--- src/rtl/siso_frame_pkg.sv ---
// siso_frame_pkg: shared types and constants for the length-prefixed frame reader
package siso_frame_pkg;
  localparam int LEN_WIDTH = 16;
  localparam int MAX_LEN_DEFAULT = 1518;
  typedef enum logic [1:0] {LEN_HI, LEN_LO, PAYLOAD, DROP} state_t;
endpackage

--- src/rtl/siso_frame_reader.sv ---
// siso_frame_reader: drains length-prefixed frames from a FWFT byte FIFO onto an 8-bit AXI-Stream
module siso_frame_reader
  import siso_frame_pkg::*;
#(
  parameter int MAX_LEN = MAX_LEN_DEFAULT
) (
  input  logic       clk,
  input  logic       rst,
  output logic       fifo_rd_en,
  input  logic [7:0] fifo_dout,
  input  logic       fifo_empty,
  output logic [7:0] m_axis_tdata,
  output logic       m_axis_tvalid,
  input  logic       m_axis_tready,
  output logic       m_axis_tlast,
  output logic       frame_done,
  output logic       len_err,
  output logic       busy
);
  state_t state, state_nxt;
  logic [7:0] len_hi;
  logic [LEN_WIDTH-1:0] cnt, cnt_nxt, len;
  logic pop, hs, bad_len;
  assign len = {len_hi, fifo_dout};
  assign hs = m_axis_tvalid & m_axis_tready;
  assign bad_len = (len == '0) | (len > LEN_WIDTH'(MAX_LEN));
  assign fifo_rd_en = pop & ~rst;
  assign busy = (state != LEN_HI) | m_axis_tvalid;
  // next state, pop decision and remaining-byte count; payload pops only when the output slot frees up
  always_comb begin
    state_nxt = state;
    cnt_nxt = cnt;
    pop = 1'b0;
    case (state)
      LEN_HI: begin
        pop = ~fifo_empty;
        if (pop) state_nxt = LEN_LO;
      end
      LEN_LO: begin
        pop = ~fifo_empty;
        if (pop) begin
          cnt_nxt = len;
          state_nxt = (len == '0) ? LEN_HI : (len > LEN_WIDTH'(MAX_LEN)) ? DROP : PAYLOAD;
        end
      end
      PAYLOAD, DROP: begin
        pop = ~fifo_empty & ((state == DROP) | ~m_axis_tvalid | m_axis_tready);
        if (pop && cnt != '0) cnt_nxt = cnt - 1'b1;
        if (pop && cnt <= LEN_WIDTH'(1)) state_nxt = LEN_HI;
      end
      default: state_nxt = LEN_HI;
    endcase
  end
  // control registers: state, counter, header high byte and status pulses
  always_ff @(posedge clk or posedge rst) begin
    if (rst) begin
      state <= LEN_HI;
      cnt <= '0;
      len_hi <= '0;
      frame_done <= 1'b0;
      len_err <= 1'b0;
    end else begin
      state <= state_nxt;
      cnt <= cnt_nxt;
      if (state == LEN_HI && pop) len_hi <= fifo_dout;
      frame_done <= hs & m_axis_tlast;
      len_err <= (state == LEN_LO) & pop & bad_len;
    end
  end
  // one-entry output register: a pop reloads it, a handshake without a pop empties it
  always_ff @(posedge clk or posedge rst) begin
    if (rst) begin
      m_axis_tdata <= '0;
      m_axis_tvalid <= 1'b0;
      m_axis_tlast <= 1'b0;
    end else if (state == PAYLOAD && pop) begin
      m_axis_tdata <= fifo_dout;
      m_axis_tvalid <= 1'b1;
      m_axis_tlast <= (cnt == LEN_WIDTH'(1));
    end else if (hs) begin
      m_axis_tvalid <= 1'b0;
      m_axis_tlast <= 1'b0;
    end
  end
endmodule

--- config.mk ---
export PLATFORM = sky130hd
export DESIGN_NAME = siso_frame_reader
export DESIGN_NICKNAME = d
export VERILOG_FILES = /design/src/rtl/siso_frame_pkg.sv /design/src/rtl/siso_frame_reader.sv
export SDC_FILE = /design/constraint.sdc
export NUM_CORES = 1
export LEC_CHECK = 0
export BUFFER_PORTS_ARGS = -buffer_cell sky130_fd_sc_hd__buf_2
export CAP_MARGIN = 20
export CORE_MARGIN = 10
export CORE_UTILIZATION = 54
export CTS_BUF_LIST = sky130_fd_sc_hd__clkbuf_8
export CTS_CLUSTER_SIZE = 16
export DETAILED_ROUTE_END_ITERATION = 7
export PLACE_DENSITY = 0.88
export SLEW_MARGIN = 30
export SYNTH_ARGS = -nofsm -noshare
export SYNTH_HDL_FRONTEND = slang
export SYNTH_SLANG_ARGS = --single-unit
--- constraint.sdc ---
create_clock -name clk -period 2 [get_ports clk]
set_clock_uncertainty 0.2 [all_clocks]
set_input_delay 0 -clock clk [delete_from_list [all_inputs] [get_ports clk]]
set_output_delay 0 -clock clk [all_outputs]
set_load 0.02 [all_outputs]
==> key figures <==
Run status
  – Failing checks: negative setup slack
  – Outcome: complete, but fails checks

Placed design
  – DP Area: 2420 µm²
  – DP Wirelength: approximately 4300 µm
  – IO Port Bufs: 25
  – Routability congestion estimate from global placement: 1.01
  – Cells after DPL: approximately 300

Clocking
  – Clock tree buffer depth: 2
  – Htree depth: 2
  – TritonCTS Sinks: 38
  – CTS clk-pin slew, worst paths: 80 ps
  – TritonCTS buffer count: 5
  – Clk_lat worst skew: ~310 ps
  – TritonCTS clock tree: built
  – Root buf cell: clkbuf_8

Worst setup path
  – Crit-path leading delay family: compound AO/OA/AOI/OAI gates
  – Setup crit start kind: flip-flop
  – Max Fanout on Critical Path: 4
  – Worst-path cell chain: inv_2 -> ha_4 -> nor4b_4 -> nand4_4 -> o21bai_4 -> buf_6 -> inv_4 -> o221a_1
  – Crit. End Element: flip-flop
  – Max stage delay on crit path: 400 ps
  – Worst Path Required: 1990 ps
  – WP buf/inv: 3
  – CP arrival: around 2000 ps
  – Crit-path slowest cell: dfrtp_1
  – Critical path type: reg -> reg

Yosys
  – Avg Inst Size Synth: 9.76 µm²
  – Synth top area share: 0.447
  – Synth Flop Type: dfrtp_1
  – Sequential-to-total area share from yosys stat: 0.447
  – Syn. warnings: 0
  – Yosys reg bits: 38
  – Synth area leader: dfrtp_1
  – Post-synth cell types: 51
  – Netlist Area Pre-Place: 2130 µm²
  – Synth Instances: 218
  – Synthesized Nets: around 230
  – Post-synth EDFFs: 0
  – Top cells by area, synth: dfrtp_1 45%, mux2_2 9.0%, nand2_1 4.6%
  – Async SR Flop Fraction: 1.00

Detailed routing
  – Total number of vias: 2,136
  – Antenna viol nets, final: 0
  – Post-Route WL: 6920 µm
  – Post-route DRC: 0
  – Routed wire length per instance: 20.9 µm
  – DR vias/cell: 6.45
  – Iteration-0 DRC Markers: ~360
  – Drt first pass iters: 5

Die
  – Row cnt: 22
  – Die area: between 6000 and 7000 µm²
  – Initial core utilization: 0.569
  – Width of the die: just over 80 µm
  – Core Region: between 3000 and 4000 µm²
  – Die extent in y: 82.8 µm
  – I/O pin total: 26

Finish
  – Layout cell share with drive strength beyond 1: 0.350
  – Nets: 297
  – Inserted Diodes: 0
  – Post-Layout Cell Count: 331
  – Area Growth Syn to Fin: 32.5%
  – Fin area: 2820 µm²

Global route
  – Met1 Usage GRT: 0.246
  – Grt peak-use layer: met2
  – Largest net degree at the start of global routing: 41
  – Met2 track demand over resource: 0.358
  – First-pass GRT wire length: about 11,000 µm
  – Vias in the first global route: 2,088
  – GRT met3 Usage: 0.0593
  – Initial antenna violation count: 0
  – Final global-route overflow total: 0
  – Overall Global Routing Usage: 0.215

Timing
  – RSZ-0062 raised after global routing: true
  – Final TNS setup: -25.1 ps
  – Max-slew violations: 0
  – Worst-margin pin slew: slightly below 500 ps
  – Final worst-path cycle share: 1.01
  – Max Clock Freq: 0.496 GHz
  – Final worst slack: -14.3 ps
  – Final min period: 2010 ps
  – Hold_ws: 162 ps
  – Worst slew margin: 0.675
  – Final Hold Vio Count: 0
  – # setup viols final: 2

Job
  – Max-cap violations: 0

Pwr
  – PD cells: 1490 nW/µm²
  – Maximum vdd ir drop: 0.925 mV
  – Pleak: between 0.001 and 0.0015 µW
  – Tot Pwr: 4190 µW

Min path
  – Worst Hold Class: in -> async
## Yosys cell counts, types with 2 or more instances
cell and count:
nor2_1 17, nand3_1 8, nor4_4 2, o2bb2ai_1 2, nor3_1 14, nand2_1 26, o31a_1 2, and3_1 4
o21ai_1 2, dfrtp_1 38, ha_1 3, nand2b_1 2, a31oi_1 3, inv_1 5, nor2b_1 4, a21boi_0 2
mux2_2 17, nor4_1 3, a41oi_1 2, buf_2 5, o21ai_0 19, a21oi_1 9
## routing by layer
| layer | vias up | part of all wire |
|---|---|---|
| met5 | - | 0 |
| li1 | 938 | - |
| met1 | 1027 | 0.37 |
| met3 | 36 | 0.082 |
| met4 | 0 | 0.046 |
| met2 | 135 | 0.50 |
## worst paths after layout
path / from / end / slack [ps] / depth (start not counted)
max in group asynchronous: rst / cnt[5] / 1080 / 4
hold / removal: rst / frame_done / 160 / 4
hold reg to reg: m_axis_tdata[5] / m_axis_tdata[5] / 300 / 1
setup reg to reg: cnt[0] / cnt[3] / -10 / 8
min in group clk: m_axis_tready / frame_done / 290 / 3
setup / recovery: cnt[0] / cnt[3] / -10 / 8
## cell type report
cell class / count / area [µm²]
tap: 48 / 60.1
sequential: 38 / 952
multi-input combinational: 166 / 1160
inverter: 6 / 25.0
timing repair buffer: 65 / 485
clock buffer: 5 / 68.8
clock inverter: 3 / 68.8
fill: 250 / 923
## power breakdown
group / total, µW / switching (µW) / internal [µW]
Clock: 803 / 304 / 500
Combinational: 1910 / 1030 / 887
Sequential: 1480 / 371 / 1110
Total: 4190 / 1700 / 2490
## stage by stage
stage,setup slack (ps),utilization
2_1_floorplan,105,-
3_3_place_gp,42.7,0.646
3_5_place_dp,-61.4,0.646
4_1_cts,2.35,0.726
5_1_grt,-80.3,0.753
6_report,-14.3,0.753
## placed cells by master (no fill, tap or decap), drive strengths merged, types with 2 or more instances in the layout
master | netlist | routed
nor2 | 17 | 17
a41oi | 2 | 2
o22a | 2 | 2
a31oi | 4 | 4
a21oi | 9 | 9
clkbuf | 1 | 5
o21ai | 21 | 21
nand3 | 8 | 8
nor3 | 15 | 15
nand4 | 2 | 2
nor2b | 4 | 4
nand2b | 2 | 2
inv | 6 | 6
a21boi | 2 | 2
and3 | 4 | 4
mux2 | 17 | 17
dfrtp | 38 | 38
nand2 | 26 | 26
o31a | 2 | 2
ha | 3 | 3
dlygate4sd3 | 0 | 11
nor4 | 5 | 5
bufinv | 0 | 2
o2bb2ai | 2 | 2
buf | 7 | 54
## flip-flops by register name, indices dropped and copies added (netlist names)
| register | count |
|---|---|
| len_hi | 8 |
| m_axis_tvalid | 1 |
| state | 2 |
| frame_done | 1 |
| len_err | 1 |
| cnt | 16 |
| m_axis_tlast | 1 |
| m_axis_tdata | 8 |
## timing repair
action                                  CTS  global route
hold buffers                             11             0
pin swaps                                 2             8
buffers inserted                          4             7
endpoints found under the setup margin   13            15
endpoints found under the hold margin    68             0
gates resized for setup                   4            13
## cell families after synthesis
| family | count (synthesis) | synth area share |
|---|---|---|
| AOI/OAI and AO/OA | 55 | 0.176 |
| adders and majority gates | 3 | 0.0176 |
| DFF | 38 | 0.447 |
| muxes | 18 | 0.0946 |
| buffers and inverters | 14 | 0.0312 |
| and+or+nand+nor | 90 | 0.234 |
## worst register-to-register path, cell delays in order, from the launching register on
cell	delay (ps)
dfrtp_1	400
inv_2	100
ha_4	140
nor4b_4	280
nand4_4	160
o21bai_4	260
buf_6	140
inv_4	30
o221a_1	210
Power figures use the tool's default switching activity.
